**src/rtl/g729_pitch_pkg.sv**
```systemverilog
// rtl/g729_pitch_pkg.sv - shared constants and state encoding for the open-loop pitch scheduler
package g729_pitch_pkg;

    localparam logic signed [15:0] PIT_MAX   = 16'sd143;
    localparam logic signed [15:0] B1_MIN    = 16'sd80;
    localparam logic signed [15:0] B2_MAX    = 16'sd79;
    localparam logic signed [15:0] B2_MIN    = 16'sd40;
    localparam logic signed [15:0] B3_MAX    = 16'sd39;
    localparam logic signed [15:0] PIT_MIN   = 16'sd20;
    localparam logic signed [15:0] THRESHPIT = 16'sd27853;

    typedef enum logic [2:0] {
        ST_IDLE  = 3'd0,
        ST_ISSUE = 3'd1,
        ST_WAIT  = 3'd2,
        ST_CMP1  = 3'd3,
        ST_CMP1S = 3'd4,
        ST_CMP2  = 3'd5,
        ST_CMP2S = 3'd6,
        ST_DONE  = 3'd7
    } pitch_state_e;

    // Upper lag of a search band (band 0 is the longest lags)
    function automatic logic [15:0] band_max(input logic [1:0] band);
        case (band)
            2'd0:    band_max = PIT_MAX;
            2'd1:    band_max = B2_MAX;
            default: band_max = B3_MAX;
        endcase
    endfunction

    // Lower lag of a search band
    function automatic logic [15:0] band_min(input logic [1:0] band);
        case (band)
            2'd0:    band_min = B1_MIN;
            2'd1:    band_min = B2_MIN;
            default: band_min = PIT_MIN;
        endcase
    endfunction

endpackage

```
**src/rtl/pitch_ol_sched.sv**
```systemverilog
// rtl/pitch_ol_sched.sv - three-band Lag_max sequencer with favour-lower-lag decision
module pitch_ol_sched
    import g729_pitch_pkg::*;
(
    input  logic        clk,
    input  logic        reset,
    input  logic        start,
    output logic        busy,
    output logic        done,
    output logic [15:0] T_op,
    output logic        lm_start,
    output logic [15:0] lm_lag_max,
    output logic [15:0] lm_lag_min,
    input  logic        lm_done,
    input  logic [15:0] lm_cor_max,
    input  logic [15:0] lm_p_max,
    input  logic [15:0] lm_mult_a,
    input  logic [15:0] lm_mult_b,
    input  logic [15:0] lm_sub_a,
    input  logic [15:0] lm_sub_b,
    output logic [15:0] mult_a,
    output logic [15:0] mult_b,
    input  logic [15:0] mult_in,
    output logic [15:0] sub_a,
    output logic [15:0] sub_b,
    input  logic [15:0] sub_in
);

    pitch_state_e      state_q, state_d;
    logic [1:0]        band_q, band_d;
    logic [2:0][15:0]  cor_q, cor_d;
    logic [2:0][15:0]  lag_q, lag_d;
    logic [15:0]       prod_q, prod_d;
    logic [15:0]       max1_q, max1_d;
    logic [15:0]       best_q, best_d;
    logic [15:0]       t_op_q, t_op_d;
    logic              done_q, done_d;

    // State and datapath registers; reset aborts a run with no done
    always_ff @(posedge clk or negedge reset) begin
        if (!reset) begin
            state_q <= ST_IDLE;
            band_q  <= 2'd0;
            cor_q   <= '0;
            lag_q   <= '0;
            prod_q  <= 16'd0;
            max1_q  <= 16'd0;
            best_q  <= 16'd0;
            t_op_q  <= 16'd0;
            done_q  <= 1'b0;
        end else begin
            state_q <= state_d;
            band_q  <= band_d;
            cor_q   <= cor_d;
            lag_q   <= lag_d;
            prod_q  <= prod_d;
            max1_q  <= max1_d;
            best_q  <= best_d;
            t_op_q  <= t_op_d;
            done_q  <= done_d;
        end
    end

    // Next-state, band sequencing and the two threshold comparisons
    always_comb begin
        state_d = state_q;
        band_d  = band_q;
        cor_d   = cor_q;
        lag_d   = lag_q;
        prod_d  = prod_q;
        max1_d  = max1_q;
        best_d  = best_q;
        t_op_d  = t_op_q;
        done_d  = 1'b0;
        case (state_q)
            ST_IDLE: begin
                if (start) begin
                    state_d = ST_ISSUE;
                    band_d  = 2'd0;
                end
            end
            ST_ISSUE: state_d = ST_WAIT;
            ST_WAIT: begin
                if (lm_done) begin
                    cor_d[band_q] = lm_cor_max;
                    lag_d[band_q] = lm_p_max;
                    if (band_q < 2'd2) begin
                        band_d  = band_q + 2'd1;
                        state_d = ST_ISSUE;
                    end else begin
                        state_d = ST_CMP1;
                    end
                end
            end
            ST_CMP1: begin
                max1_d  = cor_q[0];
                prod_d  = mult_in;
                state_d = ST_CMP1S;
            end
            ST_CMP1S: begin
                // Strictly negative difference only: a tie keeps the longer lag
                if (sub_in[15]) begin
                    max1_d = cor_q[1];
                    best_d = lag_q[1];
                end else begin
                    best_d = lag_q[0];
                end
                state_d = ST_CMP2;
            end
            ST_CMP2: begin
                prod_d  = mult_in;
                state_d = ST_CMP2S;
            end
            ST_CMP2S: begin
                if (sub_in[15]) best_d = lag_q[2];
                state_d = ST_DONE;
            end
            ST_DONE: begin
                t_op_d  = best_q;
                done_d  = 1'b1;
                state_d = ST_IDLE;
            end
            default: state_d = ST_IDLE;
        endcase
    end

    // Outputs and shared-unit operand mux: Lag_max owns the units while it runs
    always_comb begin
        busy       = (state_q != ST_IDLE) && (state_q != ST_DONE);
        lm_start   = (state_q == ST_ISSUE);
        lm_lag_max = 16'd0;
        lm_lag_min = 16'd0;
        mult_a     = 16'd0;
        mult_b     = 16'd0;
        sub_a      = 16'd0;
        sub_b      = 16'd0;
        case (state_q)
            ST_ISSUE, ST_WAIT: begin
                lm_lag_max = band_max(band_q);
                lm_lag_min = band_min(band_q);
                mult_a     = lm_mult_a;
                mult_b     = lm_mult_b;
                sub_a      = lm_sub_a;
                sub_b      = lm_sub_b;
            end
            ST_CMP1: begin
                mult_a = cor_q[0];
                mult_b = THRESHPIT;
            end
            ST_CMP1S: begin
                sub_a = prod_q;
                sub_b = cor_q[1];
            end
            ST_CMP2: begin
                mult_a = max1_q;
                mult_b = THRESHPIT;
            end
            ST_CMP2S: begin
                sub_a = prod_q;
                sub_b = cor_q[2];
            end
            default: ;
        endcase
    end

    assign done = done_q;
    assign T_op = t_op_q;

endmodule
```
**config.mk**
```make
export PLATFORM = sky130hd
export DESIGN_NAME = pitch_ol_sched
export DESIGN_NICKNAME = d
export VERILOG_FILES = /design/src/rtl/g729_pitch_pkg.sv /design/src/rtl/pitch_ol_sched.sv
export SDC_FILE = /design/constraint.sdc
export NUM_CORES = 1
export LEC_CHECK = 0
export CAP_MARGIN = 20
export CORE_MARGIN = 2
export CORE_UTILIZATION = 44
export CTS_BUF_LIST = sky130_fd_sc_hd__clkbuf_16
export DETAILED_ROUTE_END_ITERATION = 10
export GPL_TIMING_DRIVEN = 0
export HOLD_SLACK_MARGIN = 0.12
export PLACE_DENSITY = 0.77
export SLEW_MARGIN = 15
export SYNTH_ARGS = -nofsm -noshare
export SYNTH_HDL_FRONTEND = slang
export SYNTH_SLANG_ARGS = --single-unit
```
**constraint.sdc**
```tcl
create_clock -name clk -period 2.1 [get_ports clk]
set_clock_uncertainty 0.15 [all_clocks]
set_input_delay 0.63 -clock clk [delete_from_list [all_inputs] [get_ports clk]]
set_output_delay 0.63 -clock clk [all_outputs]
set_load 0.005 [all_outputs]
```
# --- Yosys cells after proc, flatten, opt, wreduce, memory -nomap -nowiden ---
# Index checks and enable logic that the tools add are counted.
totals:
  rom_bits: 0
  elab_cells: 73
  ramBits: 0
  latch_bits: 0
  memories: 0
  reg_bits: 166
  out_inout_bits: 115
  in_bits: 132
op_classes:
  reduce_logical: 16
  mul: 0
  n_eq_ne: 14
  shifts: 0
  bitwise_logic: 0
  n_lt_le_gt_ge: 3
  div: 0
  addsub: 1
  n_mux: 26
ops:
  columns: ["operator", "count"]
  rows:
  - ["$pmux W16 S2", 4]
  - ["$bwmux W48", 2]
  - ["$pmux W16 S3", 2]
  - ["$mux W16", 5]
  - ["$demux W16 S2", 1]
  - ["$pmux W3 S8", 1]
  - ["$pmux W8 S2", 1]
  - ["$pmux W7 S2", 1]
  - ["$eq A3 B3 Y1 const B", 4]
  - ["$ne A2 B2 Y1 const B", 5]
  - ["$mux W2", 4]
  - ["$reduce_and A2 Y1", 4]
  - ["$mux W7", 1]
  - ["$eq A3 B2 Y1 const B", 2]
  - ["$mux W3", 2]
  - ["$reduce_bool A2 Y1", 3]
  - ["$reduce_or A2 Y1", 3]
  - ["$pmux W2 S2", 1]
  - ["$reduce_and A4 Y1", 1]
  - ["$eq A3 B1 Y1 const B", 1]
  - ["$logic_not A3 Y1", 1]
  - ["$lt A2 B3 Y1 const B", 1]
  - ["$ne A3 B3 Y1 const B", 1]
  - ["$reduce_bool A3 Y1", 1]
  - ["other kinds (7)", 8]

# --- Logic depth before layout (Yosys ltp) ---
depth:
  word_depth: 5
  ltp_mapped: 7
  ltp_nobuf: 4

# --- Least setup slack after synthesis ---
# No wires, ideal clock.
synth_path:
  kind: "reg-to-output"
  startpoint: "reg state_q[1]"
  endpoint: "out lm_lag_min[2]"
  t_arrival_ps: 1653
  path_stages_with_launch: 8
  n_path_buf: 4
  required_time_ps: 1320
  slack_ps: -333
  path_cell_list: "dfrtp_1 buf_4 nand2b_1 a21oi_1 buf_4 buf_2 nor3b_1 buf_4"
synth_between:
  elab_chain_len: 3
  word_cells_on_any_way: 4
  classes_between: "2 x eq/ne; 1 x mux; 1 x reduce/logical"
synth_lines:
  columns: ["element", "line_no", "rtl"]
  rows:
  - ["from (decl)", "pitch_ol_sched.sv:29", "pitch_state_e state_q, state_d;"]
  - ["from (signal assigned)", "pitch_ol_sched.sv:52", "state_q <= state_d;"]
  - ["$eq A3 B1 Y1 / $eq A3 B2 Y1 (equally long branches)", "pitch_ol_sched.sv:137", "case (state_q)"]
  - ["$reduce_or A2 Y1 (*)", "pitch_ol_sched.sv:137", null]
  - ["$mux W7 (*)", "pitch_ol_sched.sv:137", null]
  - ["to (decl)", "pitch_ol_sched.sv:13", "output logic [15:0] lm_lag_min,"]
# Mark *: on every way between the ends. The rest lies on a longest branch, timed or not.

# --- Worst setup path after layout ---
layout_path:
  startpoint: "reg state_q[0]"
  endpoint: "out sub_b[15]"
layout_between:
  elab_chain_len: 3
  word_cells_on_any_way: 6
  classes_between: "4 x eq/ne; 1 x mux; 1 x reduce/logical"
layout_lines:
  columns: ["element", "line_no", "rtl"]
  rows:
  - ["$eq A3 B1 Y1 / $eq A3 B2 Y1 (equally long branches)", "pitch_ol_sched.sv:137", null]
  - ["$reduce_or A2 Y1", "pitch_ol_sched.sv:137", null]
  - ["$pmux W16 S3 (*)", "pitch_ol_sched.sv:137", null]
  - ["to (decl)", "pitch_ol_sched.sv:25", "output logic [15:0] sub_b,"]
# Marked as above.

==> results.md <==
- Synth warn: 0
- Worst-path fanout max: 5
- Multi-input logic area: 4480 um2
- Hold Crit Depth: 1
- Top-Level Pins: 247
- Gpl congestion: 0.832
- Pre-antenna DRT Iters: 5
- Hold Crit Start: T_op[6]$_DFFE_PN0N_
- Crit end category: primary output
- Layout Nets: 1213
- Initial core utilization: 44.9%
- CP max-delay cell: dfrtp_1
- Cell mode on critical path: buf_6
- Synth async-reset ratio: 100%
- Avg Cell Area, Syn: ~12 um2
- CTS Buf Count: 17
- Net Sw Power: 7670 uW
- Placeable Area: 19500 um2
- Hold worst-path end: T_op[6]$_DFFE_PN0N_
- Reg power frac: 27.1%
- Residual DRC: 0
- Req. time, crit path: 1.32 ns
- Fillers: 1343
- Max Freq: 348 MHz
- Cell count of the worst reg-to-reg path: 8
- CTS Sinks: about 170
- Peak supply drop: 0.807 mV
- Final period util: 137%
- Worst-Skew Late Latency: 0.44 ns
- Crit path DAT: between 2 and 2.5 ns
- Vias: 7525
- Avg Vias per Cell: 5.55
- Pin count of the biggest net entering global routing: between 100 and 150
- Post-Route Utilization: 69.6%
- Minimum clock period: 2.88 ns
- Global-route wire length before repair: ~44 mm
- Final std cells w/o fill: 1356
- Syn-to-layout area delta: 55.2%
- Startpoint types: flop
- Tot GR Track Use: a little over a quarter
- Internal power: ~14000 uW
- Seq cells post-synth: ~170
- Die Y: roughly 150 um
- Cell Area, Synth: between 8000 and 9000 um2
- Row count: 51
- Status: complete, but fails checks
- Storage cell area: 4160 um2
- Placed cell area: 11300 um2
- Number of global-route vias before repair: roughly 7900
- H-tree levels: 4
- Post-Place Cells: 1239
- Post-Syn Instances: 744
- Sw Share: 35.9%
- Critical-path cell list: buf_6 > buf_12 > buf_12 > nor2_4 > buf_6 > buf_6 > a32oi_1 > o21ai_1 > buf_2
- Largest stage delay, worst path: 0.43 ns
- Clock-pin slew on the worst setup and hold paths: roughly 0.070 ns
- Reg-to-reg critical path startpoint: state_q[0]$_DFFE_PN0P_
- Grt ovf: 0
- Share of layout cells above drive strength 1: 44.9%
- FF-to-FF setup slack: -0.27 ns
- Max Cap Violations: 0
- FF-to-FF End: cor_q[14]$_DFFE_PN0P_
- Port buffer count: 210
- Antenna violations before repair: 1
- Main synth FF type: dfrtp_1
- Wirelength per Cell: 22.0 um
- Slew margin rel.: 64.3%
- Leak: 0.00659 uW
- Root Buffer: clkbuf_16
- Slew @ Worst Pin: 0.536 ns
- # setup viols final: 200
- Die width: 145 um
- Unrepaired setup endpoints after global routing: true
- Pwr dens: 1570 nW/um2
- Setup CP Type: reg -> out
- Worst min path class: reg -> reg
- Clock Path Buffers: 2
- Routed WL: 29.8 mm
- Total die area: 21000 um2
- Sequential area share after synthesis: 47.4%
- Routed Antenna Nets: 0
- Unique masters post-synth: 42
- Max Transition Viols Final: 0
- Final WS setup: -0.777 ns
- Initial drt markers: 614
- HPWL Detailed: 17.9 mm
- CTS tree: built
- Failing checks: negative setup slack
- Logic gate share of total power: 57.9%
- Clk pwr share: between 10% and 20%
- Cell area after layout: roughly 14000 um2
- Final Hold Viols: 0
- Post-synth EDFFs: 0
==> how the worst max path moves through the flow <==
stage	from	to	slack [ns]	cells after the start
floorplan	state_q[1]$_DFFE_PN0P_	lm_lag_min[2]	-0.09	7
global placement	reset	lag_q[38]$_DFFE_PN0P_	-6.50	1
detailed placement	state_q[1]$_DFFE_PN0P_	sub_b[15]	-1.12	7
CTS	state_q[0]$_DFFE_PN0P_	sub_b[15]	-0.67	9
global route	state_q[0]$_DFFE_PN0P_	sub_b[14]	-0.79	9
finish	state_q[0]$_DFFE_PN0P_	sub_b[15]	-0.78	9
==> timing repair <==
action,in CTS,in global routing
cloned,11,7
hold buffers,1,0
pin swaps,68,33
resized for setup,534,117
endpoints found under the setup margin,87,206
setup buffers,52,24
hold endpoints to repair,64,0
==> registers in the layout, summed over array words and instances, names as in the netlist <==
| register | flops |
|---|---|
| cor_q | 48 |
| lag_q | 48 |
| T_op | 16 |
| best_q | 16 |
| max1_q | 16 |
| prod_q | 16 |
| state_q | 3 |
| band_q | 2 |
| done | 1 |
==> cells in the final DEF, fill, tap and decap left out, drive strengths merged, types with 12 or more instances in the layout <==
master,count
a21oi,43
a22o,28
a32oi,16
buf,223
clkbuf,41
clkdlybuf4s50,120
conb,20
dfrtp,166
inv,25
mux2,144
nand2,62
nor2,17
nor2b,23
o211ai,16
o21ai,50
o22a,12
o22ai,16
==> kinds of logic (layout without fill, tap and decap cells) <==
logic type	after synthesis	in the layout	share of synthesized area, %
flops	166	166	47.4
simple gates	126	127	7.33
fa+ha+maj	4	4	0.571
buf+inv	105	431	7.06
compound gates	194	194	14.7
other cells	1	21	0.0428
mux	148	148	22.8
==> cells in the mapped netlist, types with 2 or more instances <==
library cell	instances	area, um2
dfrtp_1	166	4150
mux2_4	90	1350
nand2_1	58	218
mux2_2	54	608
o21ai_0	49	245
a21oi_1	43	215
buf_4	29	218
a22o_1	28	245
clkbuf_1	23	86.3
nor2b_1	23	144
buf_2	20	100
inv_1	20	75.1
nor2_1	17	63.8
a32oi_1	16	140
o211ai_1	16	120
o22ai_1	16	100
buf_6	12	135
o22a_1	12	105
and2_1	10	62.6
a21o_1	4	30.0
a221oi_1	4	35.0
ha_1	4	50.1
mux2i_1	4	40.0
nand2_4	3	33.8
nand2b_1	3	18.8
nand3b_1	2	15.0
nor3b_1	2	15.0
o21a_1	2	15.0
==> layer usage <==
metal	up-vias	track usage, %	share of wire (%)
li1	3313	-	-
met1	3772	32.0	40
met2	362	44.5	50
met3	78	8.24	7.5
met4	0	11.8	3.3
met5	-	0	0
==> metrics by stage <==
| stage | setup slack [ns] | hold WS (ns) | TNS (ns) | power, uW |
|---|---|---|---|---|
| 2_1_floorplan | -0.0900 | 0.184 | -0.964 | 10800 |
| 3_3_place_gp | -6.50 | 0.313 | -1166.17 | 14500 |
| 3_5_place_dp | -1.12 | 0.323 | -91.40 | 14800 |
| 4_1_cts | -0.671 | 0.336 | -51.65 | 20000 |
| 5_1_grt | -0.792 | 0.379 | -76.39 | 22300 |
| 6_report | -0.777 | 0.354 | -71.15 | 21400 |
==> final cells by class <==
class | count | area share (%)
Tap cell | 265 | 2.44
Sequential cell | 166 | 30.6
Multi-Input combinational cell | 493 | 33.0
Clock inverter | 15 | 1.23
Antenna cell | 1 | 0.0184
Inverter | 20 | 0.571
Buffer | 78 | 6.88
Clock buffer | 17 | 3.13
Timing Repair Buffer | 301 | 22.2
==> critical path: cells and delay by family (launching register included) <==
kind	cells	cell delay, ns
buf+inv	6	0.84
flops	1	0.43
compound gates	2	0.24
simple gates	1	0.14
==> power by group through the flow <==
stage               logic (uW)  registers (uW)  clock network, uW
floorplan                 5380            5440                  0
global placement          8820            5690                  0
detailed placement        9020            5740                  0
CTS                      11100            5700               3200
global route             13100            5960               3310
finish                   12400            5800               3190
No activity file was read; power rests on OpenSTA's default activity.
